$ cat config.mk
export PLATFORM = sky130hd
export DESIGN_NAME = mult_ctrl_seq
export DESIGN_NICKNAME = d
export VERILOG_FILES = /design/src/rtl/mult_ctrl_seq.sv
export SDC_FILE = /design/constraint.sdc
export NUM_CORES = 1
export LEC_CHECK = 0
export ABC_AREA = 1
export BUFFER_PORTS_ARGS = -buffer_cell sky130_fd_sc_hd__buf_2
export CORE_UTILIZATION = 43
export CTS_CLUSTER_DIAMETER = 40
export CTS_CLUSTER_SIZE = 10
export DETAILED_ROUTE_END_ITERATION = 6
export PLACE_DENSITY = 0.59
export SYNTH_ARGS = -nofsm -noshare
export SYNTH_HDL_FRONTEND = slang
export SYNTH_SLANG_ARGS = --single-unit
export TNS_END_PERCENT = 10
$ cat constraint.sdc
create_clock -name clk -period 2.35 [get_ports clk]
set_input_delay 0.3525 -clock clk [delete_from_list [all_inputs] [get_ports clk]]
set_output_delay 0.3525 -clock clk [all_outputs]
set_load 0.02 [all_outputs]
$ cat src/rtl/mult_ctrl_seq.sv
// Control sequencer for the multiplier datapath: button debouncing, load/multiply
// handshake with a watchdog, and the display scroll-window position.
module mult_ctrl_seq #(
  parameter int DEBOUNCE_CYCLES  = 4,
  parameter int SCROLL_POSITIONS = 4,
  parameter int POS_W            = 2,
  parameter int SCROLL_WRAP      = 0,
  parameter int TIMEOUT_CYCLES   = 1024
) (
  input  logic             clk,
  input  logic             rst,
  input  logic             clr,
  input  logic             btn_start,
  input  logic             btn_left,
  input  logic             btn_right,
  input  logic             loading_done,
  input  logic             mult_done,
  output logic             load_data,
  output logic             mult_start,
  output logic             mult_active,
  output logic             result_valid,
  output logic             timeout_err,
  output logic [POS_W-1:0] scroll_pos
);

  localparam int CW = (DEBOUNCE_CYCLES > 1) ? $clog2(DEBOUNCE_CYCLES) : 1;
  localparam logic [CW-1:0] DB_LAST = CW'(DEBOUNCE_CYCLES - 1);
  localparam int TW = (TIMEOUT_CYCLES > 2) ? $clog2(TIMEOUT_CYCLES) : 1;
  localparam logic [TW-1:0] TO_LAST = (TIMEOUT_CYCLES > 0) ? TW'(TIMEOUT_CYCLES - 1) : '0;
  localparam logic [POS_W-1:0] POS_LAST = POS_W'(SCROLL_POSITIONS - 1);

  logic [2:0] raw;
  logic [2:0] press;
  logic       start_p, left_p, right_p;

  assign raw     = {btn_right, btn_left, btn_start};
  assign start_p = press[0];
  assign left_p  = press[1];
  assign right_p = press[2];

  for (genvar g = 0; g < 3; g++) begin : g_db
    logic          sync1_q, sync2_q, stable_q, stable_d, press_q, press_d;
    logic [CW-1:0] cnt_q, cnt_d;

    // Counter only advances while the synced level disagrees with the accepted one.
    always_comb begin
      cnt_d    = '0;
      stable_d = stable_q;
      press_d  = 1'b0;
      if (sync2_q != stable_q) begin
        if (cnt_q == DB_LAST) begin
          stable_d = sync2_q;
          press_d  = sync2_q;
        end else begin
          cnt_d = cnt_q + 1'b1;
        end
      end
    end

    always_ff @(posedge clk) begin
      if (rst) begin
        sync1_q  <= 1'b0;
        sync2_q  <= 1'b0;
        stable_q <= 1'b0;
        press_q  <= 1'b0;
        cnt_q    <= '0;
      end else begin
        sync1_q  <= raw[g];
        sync2_q  <= sync1_q;
        stable_q <= stable_d;
        press_q  <= press_d;
        cnt_q    <= cnt_d;
      end
    end

    assign press[g] = press_q;
  end

  typedef enum logic [2:0] {
    S_IDLE = 3'd0,
    S_LOAD = 3'd1,
    S_MULT = 3'd2,
    S_DONE = 3'd3,
    S_ERR  = 3'd4
  } state_t;

  state_t           state_q, state_d;
  logic [TW-1:0]    timer_q, timer_d;
  logic [POS_W-1:0] pos_q, pos_d;
  logic             mult_start_q, mult_start_d;
  logic             expire;

  assign expire = (TIMEOUT_CYCLES > 0) && (timer_q == TO_LAST);

  always_comb begin
    state_d = state_q;
    case (state_q)
      S_IDLE: if (start_p) state_d = S_LOAD;
      S_LOAD: begin
        if (loading_done)  state_d = S_MULT;
        else if (expire)   state_d = S_ERR;
      end
      S_MULT: begin
        if (mult_done)     state_d = S_DONE;
        else if (expire)   state_d = S_ERR;
      end
      S_DONE: if (start_p) state_d = S_LOAD;
      S_ERR:  if (start_p) state_d = S_LOAD;
      default:             state_d = S_IDLE;
    endcase
  end

  always_comb begin
    timer_d = '0;
    if (state_d == state_q && (state_q == S_LOAD || state_q == S_MULT)) begin
      timer_d = timer_q + 1'b1;
    end
    mult_start_d = (state_d == S_MULT) && (state_q != S_MULT);
  end

  // Entering DONE takes precedence over scroll; left+right together cancel out.
  always_comb begin
    pos_d = pos_q;
    if (state_d == S_DONE && state_q != S_DONE) begin
      pos_d = '0;
    end else if (state_q == S_DONE && (left_p ^ right_p)) begin
      if (left_p) begin
        if (pos_q == POS_LAST) pos_d = (SCROLL_WRAP != 0) ? '0 : pos_q;
        else                   pos_d = pos_q + 1'b1;
      end else begin
        if (pos_q == '0)       pos_d = (SCROLL_WRAP != 0) ? POS_LAST : pos_q;
        else                   pos_d = pos_q - 1'b1;
      end
    end
  end

  always_ff @(posedge clk) begin
    if (rst || clr) begin
      state_q      <= S_IDLE;
      timer_q      <= '0;
      pos_q        <= '0;
      mult_start_q <= 1'b0;
    end else begin
      state_q      <= state_d;
      timer_q      <= timer_d;
      pos_q        <= pos_d;
      mult_start_q <= mult_start_d;
    end
  end

  assign load_data    = (state_q == S_LOAD);
  assign mult_active  = (state_q == S_MULT);
  assign result_valid = (state_q == S_DONE);
  assign timeout_err  = (state_q == S_ERR);
  assign mult_start   = mult_start_q;
  assign scroll_pos   = pos_q;

endmodule

Word level (Yosys, flattened, before mapping)
Cells that the tools add are included.

operators by class
  bitwise operators = 8
  $add $sub $neg = 6
  muxes and demuxes = 8
  equal/unequal tests = 19
  reduce and logical (&&, ||, !) cells = 21

operators with widths
  operator                 number
  $reduce_or A3 Y1         7
  $eq A3 B2 Y1 const B     4
  $mux W3                  4
  $add A10 B1 Y10 const B  1
  $eq A10 B10 Y1 const B   1
  $pmux W3 S3              1
  $add A2 B1 Y2 const B    4
  $eq A2 B2 Y1 const B     4
  $not A1 Y1               7
  $mux W2                  3
  $ne A3 B2 Y1 const B     2
  $reduce_and A2 Y1        3
  $logic_and A1 B1 Y1      4
  $ne A2 B2 Y1 const B     2
  $reduce_or A2 Y1         2
  $eq A3 B1 Y1 const B     1
  $eq A3 B3 Y1             1
  $eq A3 B3 Y1 const B     1
  $logic_not A3 Y1         1
  $ne A1 B1 Y1             3
  $reduce_and A3 Y1        1
  $logic_not A2 Y1         1
  $logic_or A1 B1 Y1       2
  $sub A2 B1 Y2 const B    1
  $xor A1 B1 Y1            1

storage, ports and cells
  word-level logic and storage cells = 81
  register bits = 34
  output and inout port bits = 7

Depth between registers and ports, before layout
Gate-level depths: netlist (run 1).

  word-level depth = 8
  gate-level depth with buffers = 9
  mapped depth without buffers = 9

Least setup slack after synthesis (run 1)
No wires, ideal clock.

  path kind = reg-to-reg
  start point = register timer_q[0]
  end point = register timer_q[7]
  period minus slack after synthesis = 1.353 ns
  data arrival time = 1.237 ns
  setup slack = 0.997 ns
  cell stages (with the launch flop) = 9
  required time = 2.234 ns
  cells stage by stage = dfxtp_1 ha_1 nand2_1 nor2_2 nand3_1 nand2_1 nand3_1 nand3_4 nor2_1

between the ends
  longest elaborated chain between the ends = 8
  elaborated cells on any way between the ends = 10

RTL lines
  what                        line      source
  start, declared             88        logic [TW-1:0] timer_q, timer_d;
  start signal, assigned      145       timer_q <= timer_d;
  $eq A10 B10 Y1              93        assign expire = (TIMEOUT_CYCLES > 0) && (timer_q == TO_LAST);
  $mux W3                     101, 105
  $mux W3 (on tied branches)  104, 100
  $pmux W3 S3                 97        case (state_q)
  $eq A3 B3 Y1                115       if (state_d == state_q && (state_q == S_LOAD || state_q == S_MULT)) begin
  $logic_and A1 B1 Y1         115
  $not A1 Y1 (no line)        --
  $reduce_or A2 Y1 (no line)  --

Parallel ways exist; a longest one is shown, timed or not.
A chain may end at the register's enable or synchronous reset.

Final worst setup path (run 1)
  start point = register state_q[0]
  end point = output port result_valid

between the ends
  longest elaborated chain between the ends = 1

RTL lines
  what                    line  source
  start, declared         87    state_t state_q, state_d;
  start signal, assigned  144   state_q <= state_d;
  $eq A3 B2 Y1            153   assign result_valid = (state_q == S_DONE);
  end, declared           21    output logic result_valid,

No other way between the ends.

==> results of run 1 <==
worst min-delay path, stage by stage:
cell and delay [ps]:
buf_2 90, inv_1 40, nor2_1 30
path summary, 6_finish.rpt:
kind	start	endpoint	cells past startpoint
worst min register to register	g_db[1].sync1_q	g_db[1].sync2_q	2
worst max register to register	timer_q[0]	timer_q[7]	9
worst max-delay path	state_q[0]	result_valid	3
worst min-delay path	btn_start	g_db[0].sync1_q	3
metrics by stage:
step	total power, W	worst slack, ps	cells
2_1_floorplan	0.0006125	997.3	181
3_3_place_gp	0.0006209	906.6	238
3_5_place_dp	0.0006223	819.9	238
4_1_cts	0.0009142	738.6	245
5_1_grt	0.0009498	633.1	245
6_report	0.0008991	767.6	245
per-layer routing:
layer,wire length [um],up-vias,track usage
met5,0,-,0
met2,1114,17,0.2808
met1,1007,487,0.1609
li1,-,599,-
met4,57,0,0.1020
met3,68,8,0.04615
layout by cell type (no fill, tap or decap), types with 3 or more instances in the layout:
cell type / n
o21ai_0: 7
ha_1: 4
inv_1: 26
xor2_1: 6
nand2_1: 31
nand4_1: 4
nand3_1: 11
buf_2: 14
nor2_2: 4
nor2_1: 34
a21oi_1: 4
nor3_1: 3
xnor2_1: 3
or2_2: 3
dfxtp_1: 34
clkbuf_4: 5
state kept, by name, summed over array words and instances, names as in the netlist:
| signal | flops |
|---|---|
| scroll_pos | 2 |
| g_db.sync1_q | 3 |
| state_q | 3 |
| g_db.press_q | 3 |
| timer_q | 10 |
| g_db.sync2_q | 3 |
| g_db.cnt_q | 6 |
| mult_start | 1 |
| g_db.stable_q | 3 |
final cells by class:
cell class	instances	area (um2)
inverter	29	108.9
timing repair buffer	14	70.07
multi-input combinational	117	596.8
sequential	34	680.7
clock inverter	2	10.01
tap	44	55.05
fill	322	1494
clock buffer	5	37.54
kinds of logic (layout without fill, tap and decap cells):
group           after synthesis  after routing  share of synthesized area
buf+inv                      30             50                    0.08100
simple gates                 92             92                     0.2925
fa+ha+maj                     4              4                    0.03601
xor+xnor                      9              9                    0.05671
compound gates               12             12                    0.04411
flops                        34             34                     0.4896
power groups by stage:
stage / Clock (W) / Combinational, W / Sequential (W)
6_report: 0.000291 / 0.0000236 / 0.000585
5_1_grt: 0.000336 / 0.0000279 / 0.000586
4_1_cts: 0.000305 / 0.0000241 / 0.000585
3_5_place_dp: 0 / 0.0000240 / 0.000598
3_3_place_gp: 0 / 0.0000229 / 0.000598
2_1_floorplan: 0 / 0.0000149 / 0.000598
==> impl_metrics.csv, run 1 <==
group,metric,value,unit
clocking,post_cts_resized,0,
timing,hold_violations,0,
logic_synthesis,yosys_warnings,0,
critical_path,setup.worst_path.end_class,"output port",
placed_design,dpl_cell_area,1511,um2
power_and_ir_drop,p_sw,0.0001999,W
detailed_routing,routed_wl,2247,um
critical_path,ff2ff_setup_slack,830,ps
critical_path,cpPeakStageDelay,470,ps
clocking,postCtsHoldBufs,0,
timing,rsz0062_at_grt,"false",
critical_path,critical_path_required,2000,ps
clocking,cts_tree,"done",
logic_synthesis,yosys_most_used_dff,"dfxtp_1",
logic_synthesis,syn_area_per_cell,7.680,um2
layout,final_nets,213,
layout,final_area,1559,um2
placed_design,portBuffers,14,
clocking,cts_setup_buffers,0,
timing,setup_viol,0,
power_and_ir_drop,p_sw_frac,0.2223,
power_and_ir_drop,intPower,0.0006992,W
clocking,cts_sinks,34,
critical_path,path_buf_inv,2,
layout,final_layout_size_suffix_gt1_frac,0.1542,
global_routing,grtUsageTotal,0.1582,
power_and_ir_drop,share_seq_of_total_power,0.651,
global_routing,first_global_vias,1064,
timing,maxSlewViolCount,0,
global_routing,grt_remaining_overflow,0,
critical_path,crit_family,"flip-flops",
logic_synthesis,synth.area.top_cells,"dfxtp_1, nor2_1, nand2_1",
clocking,cts_inserted_buffers,5,
logic_synthesis,synth_top_cell_by_area,"dfxtp_1",
timing,slew-limit-headroom,0.7551,
clocking,clkLatencyLatePin,330,ps
floorplanning,num_io_pins,15,
placed_design,place.gp.congestion,0.8538,
logic_synthesis,synth_top_area_frac,0.4896,
timing,achievable-frequency,0.6320,GHz
logic_synthesis,syn-num-nets,193,
logic_synthesis,synth-seq-cells,34,
critical_path,slowest_stage,"dfxtp_1",
timing,final.setup_skew,6.811,ps
logic_synthesis,synth_cell_types,20,
floorplanning,die_area,3464,um2
detailed_routing,vias_per_cell,4.535,
timing,min_period,1582,ps
flow_run,max_cap_violations,0,
logic_synthesis,syn_area,1390,um2
clocking,htree_levels,2,
critical_path,path_max_fanout,7,
logic_synthesis,synth-edff-count,0,
critical_path,cp_cell_sequence,"nand3_1, inv_1, buf_2",
hold_path,worstHoldPathType,"input pin to register",
logic_synthesis,synth_common_cells,"dfxtp_1, nor2_1, nand2_1, inv_1, nand3_1",
placed_design,dp_hpwl,1717,um
clocking,clockBufferDepth,2,
detailed_routing,first_pass_iters,4,
layout,antenna_cells,0,
global_routing,antenna_found_initial,0,
power_and_ir_drop,irDropWorstVdd,0.3434,mV
floorplanning,fp.dieW,58.86,um
logic_synthesis,async_flop_share,0,
power_and_ir_drop,power_density,576.7,nW/um2
logic_synthesis,syn_inst,181,
layout,postLayoutCoreUtil,0.5107,
critical_path,cp.arrival,1230,ps
floorplanning,core_region_area,3053,um2
critical_path,crit_type,"register to output port",
floorplanning,start_util,0.4553,
power_and_ir_drop,leakagePower,0.6685,nW
detailed_routing,ant_nets,0,
clocking,clk_pin_slew,100,ps
layout,areaGrowthSynthToFinish,12.15,%
timing,tns,0,ps
timing,min_period_over_period,0.6733,
detailed_routing,drt_iter0_drc,53,
timing,whs,222.3,ps
power_and_ir_drop,p_clk_frac,0.323,
detailed_routing,wire_per_inst,9.171,um
logic_synthesis,yosysSeqAreaShare,0.4896,
floorplanning,rows,20,
global_routing,grt_max_degree,11,
clocking,clock-root-buffer,"clkbuf_4",
detailed_routing,vias,1111,
critical_path,cp-start-kind,"register",
global_routing,grt_pass1_wl,3974,um
detailed_routing,drcViolationCount,0,
status,status,"finished clean",
timing,tightest_slew,363.4,ps
power_and_ir_drop,comb_power_share,0.026,
floorplanning,die_y,58.86,um
Note: power is estimated with default switching activity, not from simulation.
==> inputs of run 2 (changes only) <==
--- a/config.mk
+++ b/config.mk
@@ -11,7 +11,7 @@
 export CTS_CLUSTER_DIAMETER = 40
 export CTS_CLUSTER_SIZE = 10
 export DETAILED_ROUTE_END_ITERATION = 6
-export PLACE_DENSITY = 0.59
+export PLACE_DENSITY = 0.62
 export SYNTH_ARGS = -nofsm -noshare
 export SYNTH_HDL_FRONTEND = slang
 export SYNTH_SLANG_ARGS = --single-unit
==> constraint.sdc (replaced) <==
create_clock -name clk -period 1.4 [get_ports clk]
set_input_delay 0.21 -clock clk [delete_from_list [all_inputs] [get_ports clk]]
set_output_delay 0.21 -clock clk [all_outputs]
set_load 0.02 [all_outputs]
==> run 2 against run 1 <==
Effect of this change: non-clock buffer count up 7; flip-flop and latch count unchanged; final cell count increased by 3.7%; critical path type is now register to register; highest routed layer unchanged; clock power is 130% higher; worst setup slack got worse by 760 ps; combinational power increased by 78%.
==> impl_metrics.csv, run 2 (synthesized netlist as in run 1, its figures left out) <==
group,metric,value,unit
floorplanning,start_util,0.4553,
critical_path,ff2ff_setup_slack,10,ps
floorplanning,core_region_area,3053,um2
global_routing,grt_max_degree,11,
layout,largest_reg_flops,10,
hold_path,worstHoldPathType,"input pin to register",
placed_design,place.gp.congestion,0.7757,
detailed_routing,drcViolationCount,0,
placed_design,dp_hpwl,1776,um
layout,multi_input_area,725.7,um2
layout,areaGrowthSynthToFinish,29.16,%
global_routing,grtUsageTotal,0.1606,
timing,min_period_over_period,0.9911,
layout,regArea,694.4,um2
global_routing,grt_pass1_wl,4064,um
clocking,clockBufferDepth,2,
critical_path,cp-start-kind,"register",
placed_design,pre_cts_slack,-47.52,ps
critical_path,setup.worst_path.end_class,"register",
detailed_routing,vias,1171,
timing,final.setup_skew,7.518,ps
clocking,htree_levels,2,
timing,min_period,1388,ps
placed_design,portBuffers,14,
layout,final_layout_size_suffix_gt1_frac,0.2857,
flow_run,max_cap_violations,0,
global_routing,first_global_vias,984,
timing,rsz0062_at_grt,"true",
critical_path,cpPeakStageDelay,360,ps
status,status,"finished clean",
timing,slew-limit-headroom,0.7332,
timing,whs,63.44,ps
detailed_routing,routed_wl,2671,um
layout,largest_registers,"timer_q: 10 flops, g_db.cnt_q: 6 flops",
critical_path,slowest_stage,"dfxtp_2",
layout,top_register,"timer_q",
floorplanning,die_y,58.86,um
power_and_ir_drop,power.total,0.001680,W
clocking,clkLatencyLatePin,340,ps
clocking,cts_sinks,34,
power_and_ir_drop,power_density,935.9,nW/um2
timing,setup_ws,12.49,ps
layout,fillers,284,
critical_path,cp.arrival,1620,ps
detailed_routing,wire_per_inst,10.52,um
placed_design,dpl_cell_area,1534,um2
critical_path,crit_type,"register to register",
clocking,clk_pin_slew,100,ps
global_routing,grt_remaining_overflow,0,
critical_path,cp_cell_sequence,"inv_4, buf_4, nand3_2, nor2_1, nor2_2, nand3_2, nand3_4, nor2_1",
layout,final_common_cell,"nor2_1",
detailed_routing,ant_nets,0,
timing,setup_viol,0,
layout,antenna_cells,0,
floorplanning,fp.dieW,58.86,um
critical_path,critical_path_required,1640,ps
layout,final_nets,221,
floorplanning,rows,20,
timing,tightest_slew,396.0,ps
timing,hold_violations,0,
timing,achievable-frequency,0.7207,GHz
power_and_ir_drop,irDropWorstVdd,0.6550,mV
clocking,cts_tree,"done",
layout,mostFrequentLayoutCells,"nor2_1, dfxtp_1, nand2_1",
floorplanning,die_area,3464,um2
timing,maxSlewViolCount,0,
power_and_ir_drop,leakagePower,0.7418,nW
clocking,clock-root-buffer,"clkbuf_4",
clocking,cts_inserted_buffers,5,
floorplanning,num_io_pins,15,
detailed_routing,drt_iter0_drc,59,
critical_path,path_max_fanout,8,
global_routing,antenna_found_initial,0,
detailed_routing,first_pass_iters,4,
layout,final_area,1795,um2
detailed_routing,vias_per_cell,4.610,
[run 2: cell count changes in the layout (fill, tap and decap cells not counted), moves of 2 or more]
cell      previous run  this run
buf_4                0        10
nand2_1             31        26
dfxtp_1             34        29
dfxtp_2              0         2
nor2_1              34        31
dfxtp_4              0         3
nand3_4              1         3
nand2_4              0         4
buf_2               14        11
nand3_2              0         3
nand3_1             11         7
clkinv_2             2         0
clkbuf_8             0         3
nor2_4               0         4
[run 2: critical path, delay by kind of cell, from the launching register on]
kind                   cells  cell delay, ps
flip-flops                 1             360
buffers and inverters      2             190
AND/OR/NAND/NOR            6             740
[run 2: layer usage]
| metal | up-vias | wire length (um) | GRT usage |
|---|---|---|---|
| li1 | 616 | - | - |
| met3 | 2 | 120 | 0.07033 |
| met1 | 530 | 1248 | 0.1970 |
| met2 | 23 | 1284 | 0.2435 |
| met5 | - | 0 | 0 |
| met4 | 0 | 19 | 0.07143 |
[run 2: path summary, 6_finish.rpt]
check                  startpoint               to  cells past startpoint
setup reg to reg       state_q[2]       timer_q[3]                      8
setup / recovery       state_q[2]       timer_q[3]                      8
hold reg to reg   g_db[2].sync1_q  g_db[2].sync2_q                      2
hold / removal          btn_start  g_db[0].sync1_q                      3
[run 2: final cells by class]
cell class | count | share of cell area
flip-flops and latches | 34 | 0.3868
clock buffers | 8 | 0.04390
well taps | 44 | 0.03066
inverters | 29 | 0.06202
repair buffers | 21 | 0.07247
multi-input cells | 118 | 0.4042
[run 2: repair_timing]
item                                   in CTS  in global routing
hold buffers                                0                  0
setup endpoints to repair                  13                 15
endpoints found under the hold margin       0                  0
pin swaps                                   1                 12
gates cloned                                0                  1
buffers inserted                            1                  3
resized for setup                           7                 32
[run 2: power by group]
group          switching (W)  internal (W)
Sequential        0.00000468      0.000971
Clock               0.000320      0.000343
Combinational      0.0000239     0.0000180
Total               0.000348       0.00133
[run 2: metrics by stage]
step	std cells	utilization	TNS [ps]
2_1_floorplan	181	-	0
3_3_place_gp	241	0.5025	0
3_5_place_dp	241	0.5025	-399.7
4_1_cts	250	0.5369	0
5_1_grt	254	0.5881	-649.1
6_report	254	0.5881	0
